[src/rtl/hazard_pkg.sv]
// ============================================================================
// Module      : hazard_pkg
// Description : Shared types and constants for the hazard detection unit:
//               FSM state encoding, stall cause codes, MDU timeout default
//               and the load-use match helper.
// Revision    : 1.0 - initial release
// ============================================================================
`default_nettype none

package hazard_pkg;

    typedef enum logic [1:0] {
        ST_IDLE       = 2'd0,
        ST_LOAD_STALL = 2'd1,
        ST_MDU_WAIT   = 2'd2
    } hdu_state_t;

    localparam logic [1:0] c_CAUSE_NONE     = 2'b00;
    localparam logic [1:0] c_CAUSE_LOAD_USE = 2'b01;
    localparam logic [1:0] c_CAUSE_MDU      = 2'b10;

    localparam int MDU_TIMEOUT_DEFAULT = 40;

    // True when the ID instruction reads a register an in-flight load will write.
    // x0 never creates a hazard because it is hard-wired to zero.
    function automatic logic load_use_hit(
        input logic       mem_read,
        input logic       reg_write,
        input logic [4:0] rd,
        input logic       uses_rs1,
        input logic [4:0] rs1,
        input logic       uses_rs2,
        input logic [4:0] rs2
    );
        return mem_read && reg_write && (rd != 5'd0) &&
               ((uses_rs1 && (rs1 == rd)) || (uses_rs2 && (rs2 == rd)));
    endfunction

endpackage

`default_nettype wire

[src/rtl/sat_counter32.sv]
// ============================================================================
// Module      : sat_counter32
// Description : 32-bit up counter that sticks at all-ones instead of wrapping.
// Revision    : 1.0 - initial release
// ============================================================================
`default_nettype none

module sat_counter32 (
    input  logic        clk,
    input  logic        reset_n,
    input  logic        inc,
    output logic [31:0] count
);

    localparam logic [31:0] c_MAX = 32'hFFFF_FFFF;

    logic [31:0] r_count;

    // Count enabled cycles, holding once the maximum is reached.
    always_ff @(posedge clk or negedge reset_n) begin
        if (!reset_n) begin
            r_count <= 32'd0;
        end else if (inc && (r_count != c_MAX)) begin
            r_count <= r_count + 32'd1;
        end
    end

    assign count = r_count;

endmodule

`default_nettype wire

[src/rtl/hazard_detection_unit.sv]
// ============================================================================
// Module      : hazard_detection_unit
// Description : Detects load-use hazards and multi-cycle divider waits and
//               requests pipeline stalls; counts stalled cycles and flags a
//               divider that never answers.
// Revision    : 1.0 - initial release
// ============================================================================
`default_nettype none

module hazard_detection_unit
    import hazard_pkg::*;
#(
    parameter int MDU_TIMEOUT = MDU_TIMEOUT_DEFAULT
) (
    input  logic        clk,
    input  logic        reset_n,
    input  logic [4:0]  id_rs1,
    input  logic [4:0]  id_rs2,
    input  logic        id_uses_rs1,
    input  logic        id_uses_rs2,
    input  logic [4:0]  ex_rd,
    input  logic        ex_mem_read,
    input  logic        ex_reg_write,
    input  logic        ex_mdu_start,
    input  logic        mdu_done,
    input  logic        flush_ex,
    output logic        stall_pipeline,
    output logic [1:0]  stall_cause,
    output logic [31:0] stall_count,
    output logic        mdu_timeout_err
);

    // Wide enough to hold MDU_TIMEOUT-1 for any legal timeout value.
    localparam int          CW          = (MDU_TIMEOUT > 1) ? $clog2(MDU_TIMEOUT) : 1;
    localparam logic [CW-1:0] c_WAIT_LAST = CW'(MDU_TIMEOUT - 1);

    hdu_state_t    r_state;
    logic [CW-1:0] r_wait_cnt;
    logic          r_timeout_err;

    hdu_state_t    w_next_state;
    logic          w_load_use;
    logic          w_stall;
    logic [1:0]    w_cause;
    logic          w_timeout;

    assign w_load_use = load_use_hit(ex_mem_read, ex_reg_write, ex_rd,
                                     id_uses_rs1, id_rs1, id_uses_rs2, id_rs2);

    // Stall decision and next state; a flush cancels everything that cycle.
    always_comb begin
        w_stall      = 1'b0;
        w_cause      = c_CAUSE_NONE;
        w_next_state = r_state;
        w_timeout    = 1'b0;
        case (r_state)
            ST_IDLE: begin
                if (flush_ex) begin
                    w_next_state = ST_IDLE;
                end else if (ex_mdu_start) begin
                    w_stall      = 1'b1;
                    w_cause      = c_CAUSE_MDU;
                    w_next_state = ST_MDU_WAIT;
                end else if (w_load_use) begin
                    w_stall      = 1'b1;
                    w_cause      = c_CAUSE_LOAD_USE;
                    w_next_state = ST_LOAD_STALL;
                end
            end
            ST_LOAD_STALL: begin
                // The bubble is already inserted; detection is suppressed here.
                w_next_state = ST_IDLE;
            end
            ST_MDU_WAIT: begin
                if (flush_ex || mdu_done) begin
                    w_next_state = ST_IDLE;
                end else if (r_wait_cnt == c_WAIT_LAST) begin
                    w_timeout    = 1'b1;
                    w_next_state = ST_IDLE;
                end else begin
                    w_stall = 1'b1;
                    w_cause = c_CAUSE_MDU;
                end
            end
            default: begin
                w_next_state = ST_IDLE;
            end
        endcase
    end

    // Outputs are forced quiet while reset is held, regardless of inputs.
    assign stall_pipeline  = w_stall & reset_n;
    assign stall_cause     = reset_n ? w_cause : c_CAUSE_NONE;
    assign mdu_timeout_err = r_timeout_err;

    // State, divider wait counter and sticky timeout flag.
    always_ff @(posedge clk or negedge reset_n) begin
        if (!reset_n) begin
            r_state       <= ST_IDLE;
            r_wait_cnt    <= '0;
            r_timeout_err <= 1'b0;
        end else begin
            r_state <= w_next_state;
            if (r_state == ST_IDLE) begin
                r_wait_cnt <= '0;
            end else if (r_state == ST_MDU_WAIT) begin
                r_wait_cnt <= r_wait_cnt + CW'(1);
            end
            if (w_timeout) begin
                r_timeout_err <= 1'b1;
            end
        end
    end

    sat_counter32 u_stall_cnt (
        .clk     (clk),
        .reset_n (reset_n),
        .inc     (stall_pipeline),
        .count   (stall_count)
    );

endmodule

`default_nettype wire
[config.mk]
export PLATFORM = sky130hd
export DESIGN_NAME = hazard_detection_unit
export DESIGN_NICKNAME = d
export VERILOG_FILES = /design/src/rtl/hazard_pkg.sv /design/src/rtl/sat_counter32.sv /design/src/rtl/hazard_detection_unit.sv
export SDC_FILE = /design/constraint.sdc
export NUM_CORES = 1
export LEC_CHECK = 0
export ABC_AREA = 1
export CAP_MARGIN = 0
export CORE_MARGIN = 5
export CORE_UTILIZATION = 43
export DETAILED_ROUTE_END_ITERATION = 16
export HOLD_SLACK_MARGIN = 0.12
export PLACE_DENSITY = 0.78
export SYNTH_ARGS = -nofsm -noshare
export SYNTH_HDL_FRONTEND = slang
export SYNTH_SLANG_ARGS = --single-unit
[constraint.sdc]
create_clock -name clk -period 1.68 [get_ports clk]
set_input_delay 0.252 -clock clk [delete_from_list [all_inputs] [get_ports clk]]
set_output_delay 0.252 -clock clk [all_outputs]
set_load 0.05 [all_outputs]
==> Word level (Yosys, flattened, before mapping) <==
Cells that the tools add are included.
{ "word_totals": {"ff_bits": 41} }
{ "op_classes": {"n_reduce_logical": 12, "bitwise_logic": 1, "mux": 24, "add_sub_neg": 2, "eq_ne": 7} }
{ "op_table": {"columns": ["cell", "n"], "rows": [
  ["adder 32 x 1 -> 32 bit, second input constant", 1],
  ["!= test 32 bit, second input constant", 1],
  ["2-to-1 mux 2 bit", 10],
  ["2-to-1 mux 6 bit", 2],
  ["== test 5 bit", 2],
  ["2-to-1 mux 1 bit", 9],
  ["case mux 2 bit (2 select lines)", 2],
  ["adder 6 x 1 -> 6 bit, second input constant", 1],
  ["== test 6 bit, second input constant", 1],
  ["logical AND 1 bit", 6],
  ["nonzero test 5 bit", 1],
  ["!= test 4 bit, second input constant", 1],
  ["!= test 3 bit, second input constant", 1],
  ["== test 2 bit, second input constant", 1],
  ["logical NOT 2 bit", 1],
  ["logical OR 1 bit", 2],
  ["case mux 1 bit (2 select lines)", 1],
  ["AND reduction 2 bit", 1],
  ["nonzero test 2 bit", 1],
  ["AND 1 bit", 1]
]} }

==> Longest topological paths before layout <==
{ "logic_depth": {"depth_word": 10, "depth_mapped": 12, "mapped_depth_nobuf": 11} }

==> Cells and area by module <==
From an unflattened synthesis, not the netlist that was laid out.
{ "unflattened": {"hier_cells": 445, "hier_area_um2": 2899.0} }
{ "by_module_without_submodules": {"columns": ["module", "seq_area_each_um2", "cells_each", "n_inst", "area_per_inst_um2"], "rows": [
  ["sat_counter32", 800.8, 333, 1, 2190.9],
  ["hazard_detection_unit", 225.2, 112, 1, 708.2]
]} }

==> Least setup slack after synthesis <==
No wires, ideal clock.
{ "synth_timing": {"path_kind": "register -> register", "from": "reg u_stall_cnt.r_count[0] (netlist: u_stall_cnt.count[0])", "to": "reg u_stall_cnt.r_count[22] (netlist: u_stall_cnt.count[22])", "n_path_buf": 1, "slack_ps": -469, "arrival_ps": 2029, "setup_time_ps": 120, "stages_incl_launch_ff": 10, "cell_sequence": "dfrtp_1 -> ha_1 -> nand3_2 -> nor2_4 -> nand4_1 -> nor2_1 -> nand3b_2 -> buf_2 -> nand3_1 -> nand2_1"} }
{ "synth_between": {"elab_chain_len": 2, "word_cells_on_any_way": 3} }
{ "synth_lines": {"columns": ["element", "line_no", "source"], "rows": [
  ["start, declared", "sat_counter32.sv:17", "logic [31:0] r_count;"],
  ["start signal, assigned", "sat_counter32.sv:24", "r_count <= r_count + 32'd1;"],
  ["parallel branches: the longest is 2 deep, another holds adder 32 x 1 -> 32 bit", null, null]
]} }
Parallel ways; which one is timed is not known.
A chain may end at the register's enable or synchronous reset.

==> Worst setup path in the final report <==
{ "layout_timing": {"from": "reg r_wait_cnt[0]", "to": "out stall_pipeline"} }
{ "layout_between": {"elab_chain_len": 5} }
{ "layout_lines": {"columns": ["element", "line_no", "source"], "rows": [
  ["start, declared", "hazard_detection_unit.sv:38", "logic [CW-1:0] r_wait_cnt;"],
  ["start signal, assigned", "hazard_detection_unit.sv:107", "r_wait_cnt <= r_wait_cnt + CW'(1);"],
  ["== test 6 bit", "hazard_detection_unit.sv:77", "end else if (r_wait_cnt == c_WAIT_LAST) begin"],
  ["2-to-1 mux 1 bit", "hazard_detection_unit.sv:77", null],
  ["2-to-1 mux 1 bit", "hazard_detection_unit.sv:75", "if (flush_ex || mdu_done) begin"],
  ["case mux 1 bit (2 select lines)", "hazard_detection_unit.sv:56", "case (r_state)"],
  ["AND 1 bit", "hazard_detection_unit.sv:92", "assign stall_pipeline = w_stall & reset_n;"],
  ["end, declared", "hazard_detection_unit.sv:27", "output logic stall_pipeline,"]
]} }
No other way between the ends.

==> impl_summary.txt <==
----------------------------------------------------
[Routing]
  Total met3 wirelength after detailed routing ... 856 microns
  Number of remaining DRC errors ... 0
  Iteration-0 DRC Markers ... 379
  Highest layer used for signal routing ... met4
  Detailed-router iteration count before antenna repair ... 5
  Met2 layer wire length in the routed design ... 5.13 mm
  Via-per-instance ratio ... 5.43
  Detailed-route via count ... 3591
  Post-Route WL ... 10.5 mm
  Average wire per standard cell ... 15.9 microns
  Met1 Wirelength ... 4.23 mm
  Post-DRT Antenna Nets ... 0

[Yosys]
  Post-Syn Area per Cell ... 6.44 sq um
  Synthesis-stage register bit count ... 41
  Cell area after technology mapping ... 2880 sq um
  Post-synthesis sequential area ratio ... 0.357
  Cells after synthesis ... 447
  Synthesized netlist net count ... 473
  Total of warnings raised by yosys ... 0
  Count of different cell masters after synthesis ... 27

[Critical path]
  Type of origin of the critical path ... register
  Cell type group with the largest total delay on the critical path ... simple AND/OR/NAND/NOR gates
  Worst Setup End Kind ... primary output
  Critical path type ... reg2out
  Number of logic stages on the critical path including buffering ... 10
  Cell breakdown of the critical path ... ha_2 > nand2_2 > inv_2 > nand4_1 > nand2_2 > nand2_4 > nand2_4 > nand2_4 > buf_12 > buf_12
  Required time of the critical path ... 1.43 ns
  Crit path max-delay cell type ... sky130_fd_sc_hd__dfrtp_1
  Reg2Reg Setup Slack ... -0.24 ns
  CP Buf/Inv Count ... 3
  Worst stage delay on the critical path ... 0.37 ns
  Startpoint of the lowest-slack register-to-register path ... r_wait_cnt[0]
  Reg2reg path depth ... 13
  Maximum fanout along the worst path ... 2
  End of the worst register-to-register path ... u_stall_cnt.count[10]
  Crit-path most repeated cell ... sky130_fd_sc_hd__nand2_4
  WP data arrival ... 1.77 ns

[Timing]
  Setup repair after global routing missed its margin ... true
  Final total negative setup slack ... -6.00 ns
  Setup skew after layout ... 0.0134 ns
  Pins over their slew limit ... 0
  Slew at the pin closest to its max-slew limit ... 0.532 ns
  Final setup fails ... 35
  Final Worst Setup Slack ... -0.339 ns
  Final count of hold timing violations ... 0
  Peak Freq ... 0.495 GHz
  Worst slack on hold paths ... 0.536 ns
  Portion of the clock cycle consumed by the worst path in the final layout ... 1.20
  Relative max-transition margin ... 0.645
  Min cycle time layout ... 2.02 ns

[Power]
  Maximum vdd ir drop ... 801 uV
  Leakage power figure ... 2.41 nW
  Power after layout ... 2.90 mW
  Areal power density over the cells ... 634 nW/um^2

[Clock network]
  Cell chosen for the clock root ... sky130_fd_sc_hd__clkbuf_8
  CTS Buffer Depth ... 2
  Worst-Skew Late Latency ... 0.31 ns
  # H-tree levels ... 2
  Clock transition at the registers of the reported paths ... 0.09 ns
  Clock tree from TritonCTS ... built
  Number of buffers created by CTS ... 5
  Clock net sink count ... 41

[Layout]
  Most common cell after layout, fill and taps aside ... sky130_fd_sc_hd__nand2_1
  P&R area growth vs syn ... 58.8%
  Diode insertion count for antenna repair ... 0
  Nets ... 609
  Area of the multi-input gates ... 1930 sq um
  Storage cell area ... 1040 sq um
  Filler cell count ... 504
  Finished Layout Cells ... 661
  Share of layout cells above drive strength 1 ... 0.325
  Commonest cells after routing, fill and taps aside ... sky130_fd_sc_hd__nand2_1, sky130_fd_sc_hd__buf_4, sky130_fd_sc_hd__nor2_1

[Placement]
  Placed wire-length estimate ... 6.82 mm
  Worst setup timing slack at the placement stage ... -0.366 ns
  Number of port buffers ... 59
  Final weighted congestion of routability-driven global placement ... 0.961
  Number of placed instances, taps included ... 627

[Worst hold path]
  Worst hold endpoint ... u_stall_cnt.count[8]
  WHS Path Cells ... 2
  Hold Crit Class ... reg2reg
  Hold path startpoint ... u_stall_cnt.count[8]

[Floorplanning]
  Area inside the core boundary ... 6420 sq um
  Total number of placement rows ... 29
  Overall die width ... 91.8 microns
  Die area ... 8430 sq um
  Effective utilization at floorplan ... 0.448
  Ports ... 60
  Height of the die ... 91.8 microns

[Global routing]
  First-pass GRT wire length ... 15.9 mm
  Vias in the first global route ... 3400
  Remaining global-route overflow ... 0
  Initial antenna violation count ... 0
  Maximum number of pins on one net before global-route repair ... 42
  Overall Global Routing Usage ... 0.230

[Status]
  Failing checks ... setup timing
  Result of the run ... complete, but fails checks

[Job]
  Count of max-cap constraint violations ... 0

----------------------------------------------------
[sequential cells by signal, indices dropped and copies added (netlist names)]
signal	cells
r_wait_cnt	6
r_state	2
u_stall_cnt.count	32
mdu_timeout_err	1
[metrics by stage]
stage	area, sq um	util
floorplan	2930	-
global placement	3900	0.607
detailed placement	3900	0.607
CTS	4250	0.661
global route	4570	0.712
finish	4570	0.712
[cells in the mapped netlist, drive strengths merged]
cell type	count	area (sq um)
nand2	192	731
dfrtp	41	1030
nor2	55	214
nor4	1	6.26
nor3b	1	7.51
a31oi	1	6.26
nand3	45	230
nor3	12	65.1
a21o	1	7.51
a211oi	1	7.51
o21a	1	7.51
nand3b	15	116
a21oi	5	25.0
inv	42	158
nand4	8	50.1
ha	2	25.0
buf	9	63.8
xnor2	2	17.5
xor2	13	114
[what timing repair did]
| action | in CTS | in global routing |
|---|---|---|
| gates resized for setup | 24 | 62 |
| gates cloned | 3 | 2 |
| hold buffers | 1 | 0 |
| endpoints found under the setup margin | 35 | 35 |
| pin swaps | 11 | 13 |
| buffers inserted | 11 | 10 |
| endpoints found under the hold margin | 35 | 0 |
[area by class of cell]
type,count,area share
clock inverters,2,0.00821
flip-flops and latches,41,0.227
repair buffers,135,0.269
clock buffers,6,0.0181
multi-input cells,358,0.422
inverters,42,0.0345
well taps,77,0.0211
[worst max path at each step]
stage / startpoint / to / slack, ns
floorplan: u_stall_cnt.count[0] / u_stall_cnt.count[11] / -0.20
global placement: ex_rd[1] / stall_pipeline / -0.28
detailed placement: ex_rd[0] / u_stall_cnt.count[4] / -0.37
CTS: r_wait_cnt[1] / stall_pipeline / -0.29
global route: r_wait_cnt[1] / stall_pipeline / -0.43
finish: r_wait_cnt[0] / stall_pipeline / -0.34
[power breakdown]
| part | total [mW] | internal, mW | switching (mW) |
|---|---|---|---|
| Sequential | 1.13 | 1.06 | 0.0787 |
| Combinational | 0.883 | 0.381 | 0.502 |
| Clock | 0.879 | 0.484 | 0.395 |
| Total | 2.90 | 1.92 | 0.976 |
[worst min-delay path: stages (launching register included)]
cell and delay [ns]:
sky130_fd_sc_hd__dfrtp_2 0.41, sky130_fd_sc_hd__nand2_2 0.05, sky130_fd_sc_hd__nand2_1 0.05
[metal layers]
metal,global-route usage,vias up
met5,0,-
met2,0.394,183
met4,0.0829,0
li1,-,1694
met3,0.0385,32
met1,0.291,1682
[cells by family after synthesis]
| kind of cell | share of synthesized area |
|---|---|
| buf+inv | 0.0770 |
| fa+ha+maj | 0.00869 |
| xor+xnor | 0.0457 |
| compound gates | 0.0187 |
| simple gates | 0.493 |
| flops | 0.357 |
Note: power is estimated with default switching activity, not from simulation.
